===== src/rtl/shift_arbiter.sv =====
// shift_arbiter: two-requester round-robin arbiter feeding one 4-bit shifter
// Ports:
//   clk, rst_n                      clock, synchronous active-low reset
//   reqN_valid/reqN_a/reqN_b        requester N operation (A = value, B = shift amount)
//   reqN_ready                      requester N accepted this cycle
//   rsp_valid/rsp_data/rsp_id/rsp_ovf, rsp_ready   result handshake
//   busy                            not idle
//   done_cnt                        completed response handshakes, wrapping
module shift_arbiter #(
  parameter int CNT_W = 8
) (
  input  logic             clk,
  input  logic             rst_n,
  input  logic             req0_valid,
  input  logic [3:0]       req0_a,
  input  logic [3:0]       req0_b,
  output logic             req0_ready,
  input  logic             req1_valid,
  input  logic [3:0]       req1_a,
  input  logic [3:0]       req1_b,
  output logic             req1_ready,
  output logic             rsp_valid,
  output logic [7:0]       rsp_data,
  output logic             rsp_id,
  output logic             rsp_ovf,
  input  logic             rsp_ready,
  output logic             busy,
  output logic [CNT_W-1:0] done_cnt
);
  typedef enum logic [1:0] {IDLE = 2'd0, EXEC = 2'd1, RESP = 2'd2} state_t;
  state_t     r_state;
  logic       r_rr;
  logic       r_id;
  logic [3:0] r_a;
  logic [3:0] r_b;
  logic       w_idle;
  logic       w_gnt;
  logic       w_acc;
  logic [7:0] w_shift;
  assign w_idle = r_state == IDLE;
  // A lone requester wins outright; the pointer only breaks ties.
  assign w_gnt = (req0_valid & req1_valid) ? r_rr : req1_valid;
  // Handshake outputs are forced low while reset is held, even before the reset edge.
  assign w_acc = rst_n & w_idle & (req0_valid | req1_valid);
  assign req0_ready = w_acc & ~w_gnt;
  assign req1_ready = w_acc & w_gnt;
  assign busy = rst_n & ~w_idle;
  assign rsp_valid = rst_n & (r_state == RESP);
  assign w_shift = (r_b > 4'd7) ? 8'h00 : ({4'b0, r_a} << r_b[2:0]);
  always_ff @(posedge clk) begin
    if (!rst_n) begin
      r_state  <= IDLE;
      r_rr     <= 1'b0;
      done_cnt <= '0;
      rsp_data <= 8'h00;
      rsp_id   <= 1'b0;
      rsp_ovf  <= 1'b0;
    end else begin
      case (r_state)
        IDLE: if (w_acc) begin
          r_a     <= w_gnt ? req1_a : req0_a;
          r_b     <= w_gnt ? req1_b : req0_b;
          r_id    <= w_gnt;
          r_state <= EXEC;
        end
        EXEC: begin
          rsp_data <= w_shift;
          rsp_ovf  <= r_b > 4'd7;
          rsp_id   <= r_id;
          r_state  <= RESP;
        end
        RESP: if (rsp_ready) begin
          r_state  <= IDLE;
          r_rr     <= ~rsp_id;
          done_cnt <= done_cnt + CNT_W'(1);
        end
        default: r_state <= IDLE;
      endcase
    end
  end
endmodule


===== config.mk =====
export PLATFORM = sky130hd
export DESIGN_NAME = shift_arbiter
export DESIGN_NICKNAME = d
export VERILOG_FILES = /design/src/rtl/shift_arbiter.sv
export SDC_FILE = /design/constraint.sdc
export NUM_CORES = 1
export LEC_CHECK = 0
export ABC_AREA = 1
export BUFFER_PORTS_ARGS = -buffer_cell sky130_fd_sc_hd__buf_4
export CORE_ASPECT_RATIO = 1.5
export CORE_MARGIN = 2
export CORE_UTILIZATION = 50
export CTS_CLUSTER_DIAMETER = 40
export CTS_CLUSTER_SIZE = 28
export DETAILED_ROUTE_END_ITERATION = 6
export PLACE_DENSITY_LB_ADDON = 0.12
export SETUP_SLACK_MARGIN = 0.2
export SLEW_MARGIN = 0
export SYNTH_ARGS = -nofsm -noshare
export SYNTH_HDL_FRONTEND = slang
export SYNTH_SLANG_ARGS = --single-unit

===== constraint.sdc =====
create_clock -name clk -period 1.9 [get_ports clk]
set_clock_uncertainty 0.2 [all_clocks]
set_input_delay 0.285 -clock clk [delete_from_list [all_inputs] [get_ports clk]]
set_output_delay 0.285 -clock clk [all_outputs]
set_load 0.05 [all_outputs]

==> results.sh <==
export IMPL_syn_area_um2=1449
export IMPL_first_pass_iters=4
export IMPL_avgSynthCellArea_um2=7.469
export IMPL_layout_drive_gt1_share=0.3020
export IMPL_worstHoldPathCells=3
export IMPL_drv_cap=0
export IMPL_dp_cells=273
export IMPL_die_area_um2=3353
export IMPL_fill_cells=247
export IMPL_cts_made_buffers=5
export IMPL_num_io_pins=43
export IMPL_grtUsageMet3=0.07235
export IMPL_crit_family="buffers and inverters"
export IMPL_path_class="reg2out"
export IMPL_hpwl_um=2431
export IMPL_gr_total_overflow=0
export IMPL_rows=23
export IMPL_worst_path_buf_inv=3
export IMPL_use_met1=0.1779
export IMPL_hold_end="r_b[1]"
export IMPL_hold_path_class="in2reg"
export IMPL_critical_path_required_ps=1410
export IMPL_cp_data_arrival_time_ps=1230
export IMPL_start_kind="register"
export IMPL_wl_um=3140
export IMPL_tns_ps=0
export IMPL_port_buffers=42
export IMPL_p_total_mw=1.447
export IMPL_yosys_top_cells_area="dfxtp_1, edfxtp_1, nand2_1, inv_1, a21oi_1"
export IMPL_min_period_ps=1711
export IMPL_grt_use_met2=0.3926
export IMPL_yosys_area_top_type="dfxtp_1"
export IMPL_start_util=0.5356
export IMPL_synth_cell_types=26
export IMPL_fmax_ghz=0.5846
export IMPL_clkTransAtPathRegs_ps=60
export IMPL_cts_tree="yes"
export IMPL_chipWidth_um=47.95
export IMPL_antenna_cells=0
export IMPL_busiest_layer="met2"
export IMPL_status="finished, final reports clean"
export IMPL_synth_seq_area_share=0.4767
export IMPL_clk_insertion_delay_late_ps=280
export IMPL_synth_nets=216
export IMPL_clk_path_buf_depth=2
export IMPL_drt_vias_per_instance=4.833
export IMPL_finalWorstSetupSlack_ps=189.4
export IMPL_mostFrequentLayoutCell="nand2_1"
export IMPL_syn_to_final_growth_pct=34.54
export IMPL_yosysWarnings=0
export IMPL_grt_pass1_vias=1338
export IMPL_htree_levels=2
export IMPL_ant_nets=0
export IMPL_drc=0
export IMPL_stdcell_count=282
export IMPL_cts_root_buf="clkbuf_8"
export IMPL_most_common_layout_cells="nand2_1, buf_4, inv_1"
export IMPL_drt_initial_drc_count=33
export IMPL_worst_pin_slew_ps=305.6
export IMPL_worst_r2r_startpoint="r_state[0]"
export IMPL_netlist_instances=194
export IMPL_die_h_um=69.93
export IMPL_core_um2=2705
export IMPL_grt_max_degree=13
export IMPL_place_congestion=0.8241
export IMPL_clock_sinks=30
export IMPL_grt_setup_unrepaired="yes"
export IMPL_rrSetupSlack_ps=370
export IMPL_r2r_end="r_a[2]"
export IMPL_cp_max_fo=2
export IMPL_grt_pass1_wl_um=5023
export IMPL_ctsHoldBuffers=0
export IMPL_critPathSlowestCell="dfxtp_1"
export IMPL_crit_path_end_kind="primary output"
export IMPL_power_density_nw_per_um2=742.5
export IMPL_num_nets_final=267
export IMPL_placed_cell_area_um2=1824
export IMPL_power_leakage_nw=0.9068
export IMPL_yosysTopAreaCellShare=0.2902
export IMPL_min_from="req0_b[1]"
export IMPL_max_vdd_ir_drop_mv=0.6273
export IMPL_cp_slowest_stage_delay_ps=300
export IMPL_pre_cts_slack_ps=206.6
export IMPL_reg2reg_depth=4
export IMPL_post_route_util=0.7206
export IMPL_avgRoutedWirePerCell_um=11.13
export IMPL_ys_seq_elements=30
export IMPL_slew_limit_headroom=0.7961
export IMPL_design_area_um2=1949
export IMPL_finalMaxSlewViolations=0
export IMPL_track_usage=0.2087
export IMPL_antenna_found_initial=0
export IMPL_route_vias_total=1363
export IMPL_hold_viol_final=0
export IMPL_holdWs_ps=71.17
export IMPL_cp_cell_sequence="inv_1 -> a21oi_2 -> clkinv_1 -> nor2_2 -> buf_6"
export IMPL_finalCritPeriodShare=0.9003
export IMPL_finalSetupViolCount=0
-- what timing repair did --
action | 4_1_cts | 5_1_grt
pin swaps | 2 | 2
setup buffers | 2 | 0
gates resized for setup | 6 | 5
endpoints found under the setup margin | 2 | 2
-- cell usage after synthesis, drive strengths merged --
library cell / number
o21a: 1
clkbuf: 2
nor2: 22
o21bai: 1
clkinv: 1
a21oi: 16
nand2: 66
ha: 1
xor2: 1
edfxtp: 9
nand3: 14
inv: 26
buf: 1
o21ai: 10
dfxtp: 21
nor3: 2
-- kinds of logic after synthesis --
logic type	Yosys count	synth area share
and+or+nand+nor	104	0.3273
xor gates and xnor gates	1	0.006046
DFF	30	0.4767
adders and majority gates	1	0.008634
buffers and inverters	30	0.07858
AOI/OAI and AO/OA	28	0.1028
-- worst min-delay path, cell delays in order --
cell	delay [ps]
buf_4	70
nand2_1	40
nand2_1	40
-- worst max-delay path by stage --
stage | startpoint | to | slack [ps] | depth (start not counted)
after floorplan | r_rr | req1_ready | 50 | 4
after detailed placement | rst_n | r_a[1] | 210 | 5
after CTS | r_rr | req1_ready | 180 | 5
final | r_rr | req1_ready | 190 | 5
after global placement | rst_n | r_b[1] | 270 | 5
after global routing | r_rr | req1_ready | 130 | 5
-- metal layers --
layer	wire length (um)	share of wire
met5	0	0
met4	19	0.0061
met3	153	0.049
met2	1878	0.60
met1	1088	0.35
-- state kept, by name, indices dropped and copies added (netlist names) --
| register | cells |
|---|---|
| r_rr | 1 |
| done_cnt | 8 |
| rsp_id | 1 |
| rsp_data | 8 |
| r_a | 4 |
| r_id | 1 |
| r_state | 2 |
| r_b | 4 |
| rsp_ovf | 1 |
-- layout make-up --
type / instances / area (um2) / share of cell area
tap: 37 / 46.29 / 0.02375
clock buffer: 7 / 76.32 / 0.03915
sequential: 30 / 693.2 / 0.3556
timing repair buffer: 47 / 360.3 / 0.1849
inverter: 27 / 101.3 / 0.05199
multi-input combinational: 134 / 671.9 / 0.3447
-- where the power goes --
part           leakage (nW)  switching, mW  internal, mW
Clock                0.0383          0.212         0.251
Combinational         0.612          0.164        0.0967
Sequential            0.256         0.0268         0.696
Note: power is estimated with default switching activity, not from simulation.
